===== config.mk =====
export PLATFORM = sky130hd
export DESIGN_NAME = avalon_camera_csr
export DESIGN_NICKNAME = d
export VERILOG_FILES = /design/src/rtl/avalon_camera_csr.sv
export SDC_FILE = /design/constraint.sdc
export NUM_CORES = 1
export LEC_CHECK = 0
export ABC_AREA = 1
export BUFFER_PORTS_ARGS = -buffer_cell sky130_fd_sc_hd__clkbuf_2
export CAP_MARGIN = 20
export CORE_MARGIN = 3
export CORE_UTILIZATION = 45
export DETAILED_ROUTE_END_ITERATION = 12
export GPL_ROUTABILITY_DRIVEN = 0
export GPL_TIMING_DRIVEN = 0
export PLACE_DENSITY = 0.78
export SLEW_MARGIN = 30
export SYNTH_ARGS = -nofsm -noshare
export SYNTH_HDL_FRONTEND = slang
export SYNTH_SLANG_ARGS = --single-unit

===== constraint.sdc =====
create_clock -name clk -period 3.2 [get_ports clk]
set_clock_uncertainty 0.15 [all_clocks]
set_input_delay 0.8 -clock clk [delete_from_list [all_inputs] [get_ports clk]]
set_output_delay 0.8 -clock clk [all_outputs]
set_load 0.01 [all_outputs]

===== src/rtl/avalon_camera_csr.sv =====
// Avalon-MM control/status registers for a camera capture block. Read data is registered
// (1-cycle latency). Buffer-done toggles are synchronized and raise sticky FULL/OVF flags.
module avalon_camera_csr #(
  parameter int NUM_BUFF = 2,
  parameter int ADDR_W = 5,
  parameter logic [143:0] CFG_DEFAULTS = {16'h07C0, 16'h0002, 16'h0002, 16'h077F,
                                          16'h059F, 16'h0010, 16'h0036, 16'd240, 16'd320}
) (
  input  logic                     clk,
  input  logic                     reset_n,
  input  logic [ADDR_W-1:0]        avs_address,
  input  logic                     avs_read,
  input  logic                     avs_write,
  input  logic [31:0]              avs_writedata,
  output logic [31:0]              avs_readdata,
  output logic                     cap_start,
  output logic                     cap_continuous,
  output logic [15:0]              cap_width,
  output logic [15:0]              cap_height,
  output logic [NUM_BUFF*32-1:0]   buff_addr,
  input  logic [NUM_BUFF-1:0]      buff_done_tgl,
  output logic [143:0]             cfg,
  output logic                     cam_soft_reset_n,
  output logic                     irq
);

  localparam logic [ADDR_W-1:0] A_CTRL   = ADDR_W'(8'h00);
  localparam logic [ADDR_W-1:0] A_WIDTH  = ADDR_W'(8'h01);
  localparam logic [ADDR_W-1:0] A_HEIGHT = ADDR_W'(8'h02);
  localparam logic [ADDR_W-1:0] A_STATUS = ADDR_W'(8'h03);
  localparam logic [ADDR_W-1:0] A_MASK   = ADDR_W'(8'h04);
  localparam logic [ADDR_W-1:0] A_SRST   = ADDR_W'(8'h1F);

  logic                       irq_en;
  logic [NUM_BUFF-1:0]        full;
  logic [NUM_BUFF-1:0]        ovf;
  logic [NUM_BUFF-1:0]        irq_mask;
  logic [NUM_BUFF-1:0][31:0]  buff_q;
  logic [8:0][15:0]           cfg_q;

  logic [NUM_BUFF-1:0]        sync1;
  logic [NUM_BUFF-1:0]        sync2;
  logic [NUM_BUFF-1:0]        dly;
  logic                       primed;
  logic [NUM_BUFF-1:0]        ev;

  logic [NUM_BUFF-1:0]        clr_full;
  logic [NUM_BUFF-1:0]        clr_ovf;
  logic [NUM_BUFF-1:0]        full_nxt;
  logic [NUM_BUFF-1:0]        ovf_nxt;
  logic [31:0]                rd_mux;

  logic wr_ctrl, wr_width, wr_height, wr_status, wr_mask, wr_srst;

  assign wr_ctrl   = avs_write && (avs_address == A_CTRL);
  assign wr_width  = avs_write && (avs_address == A_WIDTH);
  assign wr_height = avs_write && (avs_address == A_HEIGHT);
  assign wr_status = avs_write && (avs_address == A_STATUS);
  assign wr_mask   = avs_write && (avs_address == A_MASK);
  assign wr_srst   = avs_write && (avs_address == A_SRST);

  assign buff_addr = buff_q;
  assign cfg       = cfg_q;

  // Edge detector is held off until the delayed copy has been primed after reset.
  assign ev = primed ? (sync2 ^ dly) : '0;

  always_ff @(posedge clk or negedge reset_n) begin
    if (!reset_n) begin
      sync1  <= '0;
      sync2  <= '0;
      dly    <= '0;
      primed <= 1'b0;
    end else begin
      sync1  <= buff_done_tgl;
      sync2  <= sync1;
      dly    <= sync2;
      primed <= 1'b1;
    end
  end

  // A fresh event beats a simultaneous write-1-to-clear; OVF looks at FULL before this edge.
  always_comb begin
    clr_full = wr_status ? avs_writedata[NUM_BUFF-1:0] : '0;
    clr_ovf  = wr_status ? avs_writedata[16 +: NUM_BUFF] : '0;
    full_nxt = (full & ~clr_full) | ev;
    ovf_nxt  = (ovf & ~clr_ovf) | (ev & full);
  end

  always_comb begin
    rd_mux = '0;
    if (avs_address == A_CTRL)   rd_mux[2:0] = {irq_en, cap_continuous, 1'b0};
    if (avs_address == A_WIDTH)  rd_mux[15:0] = cap_width;
    if (avs_address == A_HEIGHT) rd_mux[15:0] = cap_height;
    if (avs_address == A_STATUS) begin
      rd_mux[NUM_BUFF-1:0]   = full;
      rd_mux[16 +: NUM_BUFF] = ovf;
    end
    if (avs_address == A_MASK)   rd_mux[NUM_BUFF-1:0] = irq_mask;
    if (avs_address == A_SRST)   rd_mux[0] = cam_soft_reset_n;
    for (int i = 0; i < NUM_BUFF; i++)
      if (avs_address == ADDR_W'(8 + i)) rd_mux = buff_q[i];
    for (int k = 0; k < 9; k++)
      if (avs_address == ADDR_W'(16 + k)) rd_mux[15:0] = cfg_q[k];
  end

  always_ff @(posedge clk or negedge reset_n) begin
    if (!reset_n) begin
      cap_start        <= 1'b0;
      cap_continuous   <= 1'b0;
      irq_en           <= 1'b0;
      cap_width        <= '0;
      cap_height       <= '0;
      buff_q           <= '0;
      full             <= '0;
      ovf              <= '0;
      irq_mask         <= '0;
      irq              <= 1'b0;
      avs_readdata     <= '0;
      cfg_q            <= CFG_DEFAULTS;
      cam_soft_reset_n <= 1'b1;
    end else begin
      cap_start <= wr_ctrl && avs_writedata[0];
      if (wr_ctrl) begin
        cap_continuous <= avs_writedata[1];
        irq_en         <= avs_writedata[2];
      end
      if (wr_width)  cap_width  <= avs_writedata[15:0];
      if (wr_height) cap_height <= avs_writedata[15:0];
      if (wr_mask)   irq_mask   <= avs_writedata[NUM_BUFF-1:0];
      if (wr_srst)   cam_soft_reset_n <= avs_writedata[0];
      for (int i = 0; i < NUM_BUFF; i++)
        if (avs_write && (avs_address == ADDR_W'(8 + i))) buff_q[i] <= avs_writedata;
      for (int k = 0; k < 9; k++)
        if (avs_write && (avs_address == ADDR_W'(16 + k))) cfg_q[k] <= avs_writedata[15:0];
      full <= full_nxt;
      ovf  <= ovf_nxt;
      irq  <= irq_en && (|(full & irq_mask));
      // Mux sees pre-write register values, so a same-cycle read/write returns old data.
      if (avs_read) avs_readdata <= rd_mux;
    end
  end

endmodule

* Yosys cells after proc, flatten, opt, wreduce, memory -nomap -nowiden *
Cells that the tools add are included.

word-level totals
  flip-flop bits (word level) = 290
  word-level logic and storage cells = 93
  output and inout port bits = 276
  bits of input ports = 43

operators by class
  equal/unequal tests = 16
  reduce and logical (&&, ||, !) cells = 21
  mux-type cells = 21
  bitwise operators = 9

operator list
  operator              number
  $mux W16              11
  $mux W32              2
  $eq A5 B5 Y1 const B  10
  $logic_and A1 B1 Y1   19
  $mux W2               6
  $eq A5 B2 Y1 const B  2
  $eq A5 B4 Y1 const B  2
  $and A2 B2 Y2         4
  $eq A5 B1 Y1 const B  1
  $eq A5 B3 Y1 const B  1
  $logic_not A5 Y1      1
  $not A2 Y2            2
  $or A2 B2 Y2          2
  $mux W3               1
  $reduce_or A2 Y1      1
  $xor A2 B2 Y2         1
  $mux W1               1

* Logic depth before layout (Yosys ltp) *
  depth in word-level cells = 18
  gate-level depth with buffers = 15
  mapped depth without buffers = 14

* Least setup slack after synthesis *
OpenSTA, ideal clock, no wires.

  path type = input -> register
  from = in avs_address[3]
  to = reg avs_readdata[9]
  buffers on the path = 1
  data arrival time = 1,890 ps
  slack = 1,044 ps
  stages on the path = 11
  data required time = 2,933 ps
  library setup time = 117 ps
  cell sequence = nor2_4 -> inv_4 -> nor2_8 -> inv_2 -> buf_2 -> o21ai_1 -> nand3_1 -> nor2_1 -> nand3b_1 -> nand2_1 -> nand2_1

on the way
  word-level cells in the longest chain between the ends = 14
  elaborated cells between the ends (all ways) = 26
  classes of those cells = eq/ne (13); mux (13)

ends and longest elaborated chain
  element                RTL line  source
  start, declared        11        input logic [ADDR_W-1:0] avs_address,
  $eq A5 B1 Y1           93        if (avs_address == A_WIDTH) rd_mux[15:0] = cap_width;
  $mux W16               93
  $mux W16               94        if (avs_address == A_HEIGHT) rd_mux[15:0] = cap_height;
  $mux W32 (2 in a row)  102       if (avs_address == ADDR_W'(8 + i)) rd_mux = buff_q[i];
  $mux W16 (8 in a row)  104       if (avs_address == ADDR_W'(16 + k)) rd_mux[15:0] = cfg_q[k];
  $mux W16 *             104
  end signal, assigned   140       if (avs_read) avs_readdata <= rd_mux;
  end, declared          15        output logic [31:0] avs_readdata,

Mark *: on every way between the ends. The rest lies on a longest branch, timed or not.
A chain may end at the register's enable or synchronous reset.

* Worst setup path after layout *
  from = in avs_address[2]
  to = reg avs_readdata[11]

Same word-level chain as after synthesis.

==> impl_results.md <==
* Lkg Pwr at 7.98 nW
* Worst hold path class: input port to async pin
* Adder-cell share of the synthesized area at 0%
* Mux cell area share after synthesis at 0%
* Initial antenna violation count at 1
* Crit path max fanout at 10
* Post-CTS Setup Bufs at 0
* Root buf cell: clkbuf_16
* Vias in the first global route at 11800
* RSZ-0062 raised after global routing: false
* Dominant synthesized flop cell: dfrtp_1
* Drc violations at 0
* Core area at 27100 um^2
* TritonCTS Buffers at 31
* Area growth syn-to-layout at 25.0%
* Netlist cell types at 36
* Rows at 60
* CP required at 3.50 ns
* Initial Util at 46.0%
* Final min period at 2.69 ns
* Post-synth EDFFs at 0
* Hold Vio Cnt, Final at 0
* Total track usage at 30.4%
* CP Data Arrival Time at 2.99 ns
* Mapped Area at 12500 um^2
* Post-synth top area share at 50.8%
* Worst Tran Pin Value at 0.955 ns
* Critical path launch point type: input port
* # clock sinks at 290
* Clk buf depth at 3
* Fin util at 57.5%
* Final setup fails at 0
* PwrDens at 662 nW/um^2
* Area leader, netlist: dfrtp_1
* Io pins at 319
* Ys async rst share at 100%
* Pin count of the biggest net entering global routing at 74
* Die width at 172 um
* Post-Synth Simple-Gate Area at 22.9%
* Seq/Total Area, Yosys at 58.6%
* Fraction of layout cells with a size suffix above 1 at 25.0%
* Synth Area in XOR/XNOR at 0.141%
* Vias per cell at 5.60
* Iteration-0 DRC Markers at 1607
* DRT Pass-1 Iters at 8
* Antenna cells at 0
* Post-Synthesis Cells at 1466
* Total gr overflow at 0
* Post_cts resized at 0
* Syn nets at 1509
* Maximum VDD drop at 0.341 mV
* Final worst-path cycle share at 84.1%
* Ranking of synthesized cells by area: dfrtp_1 (51%), nand2_1 (15%), o21ai_0 (9.0%)
* Mean Syn Cell Area at 8.50 um^2
* Htree depth at 1
* Main combinational cell family by area after synthesis: simple AND/OR/NAND/NOR gates
* Setup tns final at 0 ns
* Port Buf Inserts at 317
* CP Launch Point: avs_address[2]
* Outcome: finished, final reports clean
* Max Clk Rate at 0.371 GHz
* Area of the multi-input gates at 4470 um^2
* Clock-pin transition on the worst setup and hold timing paths at 0.06 ns
* Yosys reg bits at 290
* Max Transition Viols Final at 0
* Final wirelength at 46.2 mm
* Setup crit end kind: flip-flop
* Max-Cap Viols at 0
* Worst r2r src: cap_width[11]$_DFFE_PN0P_
* CTS tree: built
* Fillers at 2486
* Via count at 12400
* Die area at 29700 um^2
* Synth Area in Compound Gates at 12.9%
* Wire length per cell at 20.9 um
* Design Power at 10.3 mW
* First-pass GRT wire length at 68.7 mm
* Dpl hpwl at 34.1 mm
* Skew-Pair Late Insertion Delay at 0.56 ns
* Reg area at 7300 um^2
* Final ANT Viol Nets at 0
* Critical path class: input port to flip-flop
* Slew headroom at 36.3%
* Hold slack at 0.0223 ns
* Nets@finish at 1863
* Warnings from Yosys at 0
* CTS Hold Bufs at 0
* Die Ht at 172 um
==> path summary, 6_finish.rpt <==
| kind | end | slack [ns] | depth (start not counted) |
|---|---|---|---|
| hold / removal | avs_readdata[10]$_DFFE_PN0P_ | 0.02 | 1 |
| max in group asynchronous | cam_soft_reset_n$_DFFE_PN1P_ | 1.53 | 4 |
| setup reg to reg | avs_readdata[11]$_DFFE_PN0P_ | 1.05 | 10 |
| setup / recovery | avs_readdata[11]$_DFFE_PN0P_ | 0.51 | 14 |
| hold reg to reg | sync2[0]$_DFF_PN0_ | 0.20 | 0 |
| min in group clk | sync1[1]$_DFF_PN0_ | 0.20 | 1 |
==> cell usage after synthesis, types with 4 or more instances <==
cell type	count
o21ai_0	224
nand2_2	4
dfrtp_1	253
nand3b_1	5
a31oi_1	14
o21ai_1	49
nor2_2	6
nand3_1	37
inv_1	66
a21oi_1	22
clkbuf_1	66
buf_2	14
nand2_1	514
nor2_4	6
dfstp_2	37
buf_4	6
nor2_1	85
nand4_1	23
inv_2	10
==> sequential cells by signal, indices dropped and copies added, names as in the netlist, 16 cells and up <==
name	cells
avs_readdata	32
cap_width	16
cfg	144
buff_addr	64
cap_height	16
==> power breakdown <==
group          internal (mW)  switching (mW)  total (mW)  leakage (nW)
Sequential              4.36           0.630        4.99          3.65
Clock                   1.92            1.46        3.37         0.468
Combinational          0.731            1.22        1.95          3.87
==> cell families after synthesis <==
group	Yosys count
AO/OA/AOI/OAI	314
buffers and inverters	167
AND/OR/NAND/NOR	692
XOR/XNOR	2
other	1
flip-flops	290
==> worst max-delay path: stages <==
cell and delay [ns]:
clkbuf_2 0.14, inv_2 0.06, nand2_1 0.07, nor2_2 0.21, nand2_4 0.14, buf_6 0.17, o21ai_1 0.33, nand4_1 0.17
o21ai_1 0.19, nand3_1 0.17, nor2_1 0.23, nand3_1 0.17, nand2_1 0.09, nand2_1 0.05
==> placed cells by master, fill, tap and decap left out, types with 14 or more instances in the layout <==
cell and instances:
a21oi_1 22, a31oi_1 14, buf_2 14, clkbuf_1 74, clkbuf_16 31, clkbuf_2 316, dfrtp_1 253, dfstp_2 37
inv_1 66, nand2_1 514, nand3_1 37, nand4_1 23, nor2_1 85, o21ai_0 224, o21ai_1 49
==> stage by stage <==
| stage | setup WS [ns] | cells | instance area [um^2] |
|---|---|---|---|
| final | 0.508 | 2214 | 15600 |
| after global routing | 0.454 | 2214 | 15600 |
| after CTS | 0.635 | 2214 | 15600 |
| after detailed placement | 0.137 | 2159 | 14600 |
| after global placement | -4.73 | 2155 | 14500 |
| after floorplan | 1.04 | 1466 | 12500 |
==> routing by layer <==
| layer | GRT usage [%] | wire length (um) | up-vias |
|---|---|---|---|
| met5 | 0 | 0 | - |
| met4 | 15.2 | 2670 | 0 |
| met3 | 6.20 | 4800 | 149 |
| met2 | 45.7 | 20700 | 789 |
| met1 | 42.1 | 18100 | 6020 |
| li1 | - | - | 5444 |
==> final cells by class <==
type | count | area share (%)
buffer | 89 | 2.50
clock buffer | 45 | 5.70
clock inverter | 10 | 0.393
inverter | 78 | 1.90
multi-input combinational | 1009 | 28.7
sequential | 290 | 46.9
tap | 372 | 2.99
timing repair buffer | 321 | 10.9
No activity file was read; power rests on OpenSTA's default activity.
